[src/rtl/tpmem_col_serializer.sv]
// Column-vector FIFO for the transpose-memory output, drained one coefficient
// per cycle under valid/ready with regenerated element/column/block markers.
module tpmem_col_serializer #(
    parameter int BW    = 11,
    parameter int DEPTH = 16,
    parameter int AW    = 4
) (
    input  logic              i_clk,
    input  logic              i_Reset,
    input  logic [16*BW-1:0]  i_data,
    input  logic              i_en,
    input  logic              i_ready,
    output logic [BW-1:0]     o_data,
    output logic              o_valid,
    output logic [3:0]        o_elem_idx,
    output logic [3:0]        o_col_idx,
    output logic              o_last,
    output logic              o_blk_last,
    output logic              o_overflow,
    output logic [AW:0]       o_level
);

    localparam logic [AW:0] FULL_LVL = (AW+1)'(DEPTH);

    logic [16*BW-1:0] mem_q [DEPTH];
    logic [AW-1:0]    wr_ptr_q, rd_ptr_q;
    logic [AW:0]      level_q, level_d;
    logic [3:0]       elem_q, elem_d, col_q, col_d;
    logic             overflow_q, overflow_d;

    logic [BW-1:0]    data_q, data_d;
    logic             valid_q, valid_d;
    logic [3:0]       oelem_q, oelem_d, ocol_q, ocol_d;
    logic             last_q, last_d, blk_last_q, blk_last_d;

    logic [16*BW-1:0] head;
    logic [BW-1:0]    elem_arr [16];
    logic             empty, full, load, pop, wr_ok;

    // Head vector is read asynchronously so element 0 can load the cycle after a write.
    assign head = mem_q[rd_ptr_q];

    generate
        for (genvar gi = 0; gi < 16; gi++) begin : g_elem
            assign elem_arr[gi] = head[(16-gi)*BW-1 -: BW];
        end
    endgenerate

    assign empty = (level_q == '0);
    assign full  = (level_q == FULL_LVL);
    assign load  = (!valid_q || i_ready) && !empty;
    assign pop   = load && (elem_q == 4'd15);
    assign wr_ok = i_en && (!full || pop);

    always_comb begin
        level_d    = level_q;
        elem_d     = elem_q;
        col_d      = col_q;
        overflow_d = overflow_q | (i_en & ~wr_ok);
        data_d     = data_q;
        valid_d    = valid_q;
        oelem_d    = oelem_q;
        ocol_d     = ocol_q;
        last_d     = last_q;
        blk_last_d = blk_last_q;

        case ({wr_ok, pop})
            2'b10:   level_d = level_q + 1'b1;
            2'b01:   level_d = level_q - 1'b1;
            default: level_d = level_q;
        endcase

        if (load) begin
            data_d     = elem_arr[elem_q];
            valid_d    = 1'b1;
            oelem_d    = elem_q;
            ocol_d     = col_q;
            last_d     = (elem_q == 4'd15);
            blk_last_d = (elem_q == 4'd15) && (col_q == 4'd15);
            elem_d     = elem_q + 4'd1;
            if (pop) begin
                col_d = col_q + 4'd1;
            end
        end else if (i_ready) begin
            valid_d = 1'b0;
        end
    end

    always_ff @(posedge i_clk) begin
        if (i_Reset) begin
            wr_ptr_q   <= '0;
            rd_ptr_q   <= '0;
            level_q    <= '0;
            elem_q     <= '0;
            col_q      <= '0;
            overflow_q <= 1'b0;
            data_q     <= '0;
            valid_q    <= 1'b0;
            oelem_q    <= '0;
            ocol_q     <= '0;
            last_q     <= 1'b0;
            blk_last_q <= 1'b0;
        end else begin
            if (wr_ok) wr_ptr_q <= wr_ptr_q + 1'b1;
            if (pop)   rd_ptr_q <= rd_ptr_q + 1'b1;
            level_q    <= level_d;
            elem_q     <= elem_d;
            col_q      <= col_d;
            overflow_q <= overflow_d;
            data_q     <= data_d;
            valid_q    <= valid_d;
            oelem_q    <= oelem_d;
            ocol_q     <= ocol_d;
            last_q     <= last_d;
            blk_last_q <= blk_last_d;
        end
    end

    // Storage has no reset so it maps onto plain RAM.
    always_ff @(posedge i_clk) begin
        if (wr_ok && !i_Reset) begin
            mem_q[wr_ptr_q] <= i_data;
        end
    end

    assign o_data     = data_q;
    assign o_valid    = valid_q;
    assign o_elem_idx = oelem_q;
    assign o_col_idx  = ocol_q;
    assign o_last     = last_q;
    assign o_blk_last = blk_last_q;
    assign o_overflow = overflow_q;
    assign o_level    = level_q;

endmodule
[config.mk]
export PLATFORM = sky130hd
export DESIGN_NAME = tpmem_col_serializer
export DESIGN_NICKNAME = d
export VERILOG_FILES = /design/src/rtl/tpmem_col_serializer.sv
export SDC_FILE = /design/constraint.sdc
export NUM_CORES = 2
export LEC_CHECK = 0
export ABC_AREA = 1
export BUFFER_PORTS_ARGS = -buffer_cell sky130_fd_sc_hd__buf_2
export CORE_UTILIZATION = 64
export DETAILED_ROUTE_END_ITERATION = 10
export GPL_TIMING_DRIVEN = 1
export PLACE_DENSITY_LB_ADDON = 0.12
export SETUP_SLACK_MARGIN = 0.1
export SLEW_MARGIN = 20
export SYNTH_ARGS = -nofsm -noshare
export SYNTH_HDL_FRONTEND = slang
export SYNTH_SLANG_ARGS = --single-unit
[constraint.sdc]
create_clock -name i_clk -period 26.1 [get_ports i_clk]
set_input_delay 1.305 -clock i_clk [delete_from_list [all_inputs] [get_ports i_clk]]
set_output_delay 1.305 -clock i_clk [all_outputs]
set_load 0.01 [all_outputs]
# After elaboration in Yosys (flattened, before gate mapping)
# Memories as Yosys holds them, arrays and structs flattened. A register that Yosys moved wholly into a read port is not among the register bits.
# Index checks and enable logic that the tools add are counted.
word_totals:
  wordCells: 54
  ff_bits: 44
  input_bits: 180
  output_inout_bits: 28
  n_memories: 1
  ramBits: 2816
mem_list:
  columns: ["name", "words", "width", "rd", "rd_clocked_by_memory_dff", "wr", "line", "rtl"]
  rows:
  - ["mem_q", 16, 176, 1, 1, 1, "25", "logic [16*BW-1:0] mem_q [DEPTH];"]
op_classes:
  mux: 10
  n_bitwise: 4
  n_reduce_logical: 15
  n_addsub: 6
  magnitude_cmp: 1
  n_eq_ne: 5
ops:
  columns: ["op", "count"]
  rows:
  - ["binary-select mux 11 bit (select 4 bit)", 1]
  - ["two-way mux 11 bit", 2]
  - ["adder 4 x 1 -> 4 bit, second input constant", 4]
  - ["one-hot mux 5 bit (2 select lines)", 1]
  - ["equality test 4 bit, second input constant", 2]
  - ["two-way mux 4 bit", 2]
  - ["adder 5 x 1 -> 5 bit, second input constant", 1]
  - ["equality test 5 bit, second input constant", 1]
  - [">= comparator 5 bit, second input constant", 1]
  - ["logical AND 1 bit", 5]
  - ["zero test 5 bit", 1]
  - ["NOT 4 -> 5 bit", 1]
  - ["subtractor 5 x 1 -> 5 bit, second input constant", 1]
  - ["zero test 1 bit", 4]
  - ["two-way mux 1 bit", 4]
  - ["nonzero test 2 bit", 2]
  - ["equality test 2 x 1 -> 1 bit, second input constant", 1]
  - ["equality test 2 bit, second input constant", 1]
  - ["logical OR 1 bit", 2]
  - ["AND reduction 2 bit", 1]
  - ["AND 1 bit", 1]
  - ["NOT 1 bit", 1]
  - ["OR 1 bit", 1]

# Depth between registers and ports, before layout
depth:
  word_depth: 9
  mapped_depth: 16
  mapped_depth_nobuf: 15

# Worst setup path before layout
# OpenSTA, ideal clock, no wires.
synth_timing:
  path_type: "input-to-reg"
  from: "input port i_ready"
  to: "memory mem_q[0][0] (netlist bit) (enable)"
  setup_time_ps: 714
  arrival_ps: 9350
  required_ps: 25386
  path_slack_ps: 16036
  stages: 10
  path_buffers: 0
  cell_sequence: "inv_1 -> nand2_1 -> nand2_1 -> inv_1 -> nand2_2 -> nand3_1 -> nand2_2 -> inv_2 -> nand2_1 -> nor2_1"
synth_via:
  elab_chain_cells: 8
synth_lines:
  columns: ["item", "line", "rtl"]
  rows:
  - ["start, declared", "12", "input logic i_ready,"]
  - ["logical OR 1 bit", "51", "assign load = (!valid_q || i_ready) && !empty;"]
  - ["logical AND 1 bit", "51", null]
  - ["logical AND 1 bit", "52", "assign pop = load && (elem_q == 4'd15);"]
  - ["logical OR 1 bit", "53", "assign wr_ok = i_en && (!full || pop);"]
  - ["logical AND 1 bit", "53", null]
  - ["logical AND 1 bit", "121", "if (wr_ok && !i_Reset) begin"]
  - ["two-way mux 1 bit", "121", null]
  - ["two-way mux 1 bit (implied by the code)", "122", "mem_q[wr_ptr_q] <= i_data;"]
  - ["end, declared", "25", null]
# No other way between the ends.

# Worst setup path in the final report
layout_timing:
  from: "register level_q[0], in the netlist o_level[0]"
  to: "memory mem_q[4][41] (netlist bit) (enable)"
layout_via:
  elab_chain_cells: 9
  word_cells_on_any_way: 11
  cone_classes: "1 x eq/ne; 2 x mux; 8 x reduce/logical"
layout_lines:
  columns: ["item", "line", "rtl"]
  rows:
  - ["start, declared", "27", "logic [AW:0] level_q, level_d;"]
  - ["start signal, assigned", "106", "level_q <= level_d;"]
  - ["zero test 5 bit", "49", "assign empty = (level_q == '0);"]
  - ["zero test 1 bit", "51", null]
  - ["logical AND 1 bit", "51", null]
  - ["logical AND 1 bit", "52", null]
  - ["logical OR 1 bit *", "53", null]
  - ["logical AND 1 bit *", "53", null]
  - ["logical AND 1 bit *", "121", null]
  - ["two-way mux 1 bit *", "121", null]
  - ["two-way mux 1 bit (implied by the code) *", "122", null]
# Mark *: on every way between the ends. The rest lies on a longest branch, timed or not.

==> impl_summary.txt <==
----------------------------------------------------
[Drt]
  Via Count ... 74530
  WL/cell ... 24.6 um
  Avg Vias per Cell ... 6.24
  Initial drt markers ... 9155
  Remaining antenna violation count ... 0
  Post-route DRC violation count ... 0
  Routed wire length ... 293000 um
  Length of the first detailed-routing pass in iterations ... 6

[Pwr]
  Leakage power summed over all cells ... 43.6 nW
  Total power draw ... 9.29 mW
  Pwr Density ... 74.1 mW/mm^2
  VDD IR-drop max ... 0.0000709 V

[Flow run]
  Count of maximum capacitance violations ... 0

[Clocking]
  CTS Buf Count ... 298
  Root Buffer Master ... sky130_fd_sc_hd__clkbuf_16
  Max Buffers Root-to-Sink ... 4
  Cts-stage hold buffer count ... 0
  TritonCTS clock tree ... done
  Clock transition time at the flip-flop clock pins of the worst setup and hold paths ... 0.06 ns
  Clock net sink count ... 2864
  H-tree depth reported by CTS ... 5
  Clock latency on the worst-skew pair ... 0.94 ns
  Number of buffers inserted to repair setup after CTS ... 0
  # resized after CTS ... 0

[Critical path]
  Arrival time at the worst endpoint ... 6.52 ns
  Endpoint class of the critical path ... flip-flop
  Worst Path Required ... 26.63 ns
  Category of the critical setup timing path ... reg2reg
  Kind of launch point of the worst setup path ... flip-flop
  Critical-path maximum fanout ... 54

[STA]
  Minimum period implied by the final worst setup slack ... 5.99 ns
  Actual slew at the worst max-slew pin ... 1.17 ns
  Final hold violations ... 0
  Max-slew violation count ... 0
  Clock Skew ... 0.0513 ns
  Setup Viol. Count Final ... 0
  Setup TNS ... 0 ns
  Ratio of final minimum period to clock period ... 23.0%
  Remaining max-slew budget at the tightest pin ... 21.9%
  Worst hold margin ... 0.496 ns
  Highest clock rate ... 167 MHz
  Setup repair after global routing missed its margin ... no

[Placement]
  Placed wire-length estimate ... 147000 um
  IO buf count ... 207
  Global placer's final weighted congestion ... 0.838

[Floorplanning]
  Initial core utilization ... 64.5%
  Overall die height ... 426 um
  X dimension of the die ... 426 um
  Core footprint ... 0.178 mm^2
  Die Footprint ... 0.181 mm^2
  Number of top-level pins ... 208
  Standard-cell rows ... 155

[Logic synthesis]
  Synthesized instance count ... 9359
  Cell type contributing the most total cell area after synthesis ... sky130_fd_sc_hd__edfxtp_1
  Total standard cell area after synthesis ... 0.115 mm^2
  Mean Syn Cell Area ... 12.3 um^2
  Number of library cell types mapped by synthesis ... 33
  Top flip-flop cell by instance count after synthesis ... sky130_fd_sc_hd__edfxtp_1
  Post-synthesis register bit count ... 2864
  Post-Syn Nets ... 9550
  Number of enable-type register cells in the synthesized netlist ... 2816
  Yosys warning count ... 0
  Cell types occupying the most area after synthesis ... sky130_fd_sc_hd__edfxtp_1, sky130_fd_sc_hd__nand3_1, sky130_fd_sc_hd__nand2_1
  Share of the yosys chip area belonging to registers ... 74.4%
  Area fraction of the dominant cell type after synthesis ... 73.5%
  FFs w/ async S/R, synth ... 0%

[Global routing]
  Total global routing track utilization ... 32.2%
  Global-route wire length before repair ... 437000 um
  Number of antenna violations at the first check in global routing ... 46
  Largest net degree at the start of global routing ... 212
  Via count of the first global-routing pass ... 71604
  Remaining global-route overflow ... 0

[Worst hold path]
  Path type of the worst min-delay path ... reg2reg

[Finish]
  Synthesis-to-finish area growth ... 9.04%
  Post-layout net count ... 9551
  Share of layout cells above drive strength 1 ... 7.65%

[Status]
  Status ... finished clean

----------------------------------------------------
-- registers in the layout, summed over array words and instances (netlist names), named ones only --
name,cells
col_q,4
elem_q,4
mem_q,2816
o_blk_last,1
o_col_idx,4
o_data,11
o_elem_idx,4
o_last,1
o_level,5
o_overflow,1
o_valid,1
rd_ptr_q,4
wr_ptr_q,4
-- critical path: stages, from the launching register on --
cell,delay [ns]
sky130_fd_sc_hd__dfxtp_1,0.46
sky130_fd_sc_hd__nor4_2,0.12
sky130_fd_sc_hd__nand2_1,0.08
sky130_fd_sc_hd__nand2_1,0.23
sky130_fd_sc_hd__inv_1,0.81
sky130_fd_sc_hd__nand2_2,0.39
sky130_fd_sc_hd__nand3_1,0.24
sky130_fd_sc_hd__nand2_2,0.12
sky130_fd_sc_hd__inv_2,0.14
sky130_fd_sc_hd__nand2_1,0.25
sky130_fd_sc_hd__nor2_4,0.16
sky130_fd_sc_hd__buf_4,0.75
sky130_fd_sc_hd__buf_4,0.97
sky130_fd_sc_hd__buf_4,0.76
-- logic make-up (layout without fill, tap and decap cells) --
family	count (synthesis)	after routing	synth area share [%]
and+or+nand+nor	5688	5688	21.5
DFF	2864	2864	74.4
buffers and inverters	657	859	3.37
AOI/OAI and AO/OA	135	135	0.620
adders and majority gates	11	11	0.126
xor gates and xnor gates	4	4	0.0305
other	0	20	0
-- through the flow --
stage | setup WS (ns) | std cells | area (um^2) | util [%]
finish | 20.11 | 11936 | 125000 | 70.3
global route | 19.81 | 11932 | 125000 | 70.3
CTS | 20.18 | 11915 | 125000 | 70.2
detailed placement | 19.30 | 11414 | 117000 | 65.3
global placement | 19.40 | 11414 | 117000 | 65.3
floorplan | 16.04 | 9359 | 115000 | -
-- worst paths after layout --
path	start	endpoint	slack (ns)	depth (start not counted)
worst min register to register	o_elem_idx[2]$_SDFFE_PP0P_	o_elem_idx[2]$_SDFFE_PP0P_	0.50	2
worst min-delay path	o_elem_idx[2]$_SDFFE_PP0P_	o_elem_idx[2]$_SDFFE_PP0P_	0.50	2
worst max register to register	o_level[0]$_SDFFE_PP0P_	mem_q[4][41]$_DFFE_PP_	20.11	13
worst max-delay path	o_level[0]$_SDFFE_PP0P_	mem_q[4][41]$_DFFE_PP_	20.11	13
-- cells in the mapped netlist, types with 2 or more instances --
master / instances
sky130_fd_sc_hd__buf_12: 3
sky130_fd_sc_hd__ha_1: 10
sky130_fd_sc_hd__dfxtp_1: 48
sky130_fd_sc_hd__clkbuf_1: 88
sky130_fd_sc_hd__o22ai_1: 22
sky130_fd_sc_hd__nand2_2: 2
sky130_fd_sc_hd__edfxtp_1: 2816
sky130_fd_sc_hd__a31oi_1: 2
sky130_fd_sc_hd__nand4_1: 2
sky130_fd_sc_hd__nand2_1: 2847
sky130_fd_sc_hd__inv_2: 5
sky130_fd_sc_hd__buf_6: 91
sky130_fd_sc_hd__xnor2_1: 2
sky130_fd_sc_hd__nor2_1: 164
sky130_fd_sc_hd__inv_1: 20
sky130_fd_sc_hd__nand3_1: 2668
sky130_fd_sc_hd__buf_8: 3
sky130_fd_sc_hd__o21ai_0: 60
sky130_fd_sc_hd__a211oi_1: 2
sky130_fd_sc_hd__xor2_1: 2
sky130_fd_sc_hd__buf_4: 61
sky130_fd_sc_hd__buf_2: 329
sky130_fd_sc_hd__a21oi_1: 48
sky130_fd_sc_hd__buf_1: 55
-- layer usage --
layer | part of all wire (%) | up-vias | wire length, um | global-route usage [%]
met2 | 49 | 3795 | 143000 | 51.8
li1 | - | 33475 | - | -
met4 | 4.6 | 26 | 13600 | 16.1
met3 | 8.7 | 699 | 25500 | 5.23
met1 | 38 | 36535 | 111000 | 43.2
met5 | 0.061 | - | 180 | 0
-- layout by cell type, fill, tap and decap left out, drive strengths merged --
cell type,instances
xnor2,2
a21oi,48
clkbuf,375
nand2,2850
fa,1
nor3,2
a211oi,2
nor2,164
clkinvlp,3
nor3b,1
nor4,1
o22ai,22
dfxtp,48
bufinv,12
a31oi,2
buf,331
ha,10
xor2,2
diode,20
nand4,2
o21ai,60
edfxtp,2816
nand3,2668
o21a,1
clkinv,109
inv,29
-- where the power goes --
part	internal, mW	leakage, nW	switching [mW]	total (mW)
sequential	5.09	25.8	0.0219	5.11
combinational	0.0557	13.6	0.210	0.265
clock	2.26	4.31	1.66	3.92
total	7.40	43.6	1.89	9.29
-- cell type report --
type | instances | area, um^2
sequential | 2864 | 85500
inverter | 27 | 146
timing repair buffer | 331 | 2160
clock inverter | 126 | 863
antenna | 20 | 50.0
multi-input combinational | 5838 | 25700
fill | 11938 | 53000
tap | 2355 | 2950
clock buffer | 375 | 7960
No activity file was read; power rests on OpenSTA's default activity.
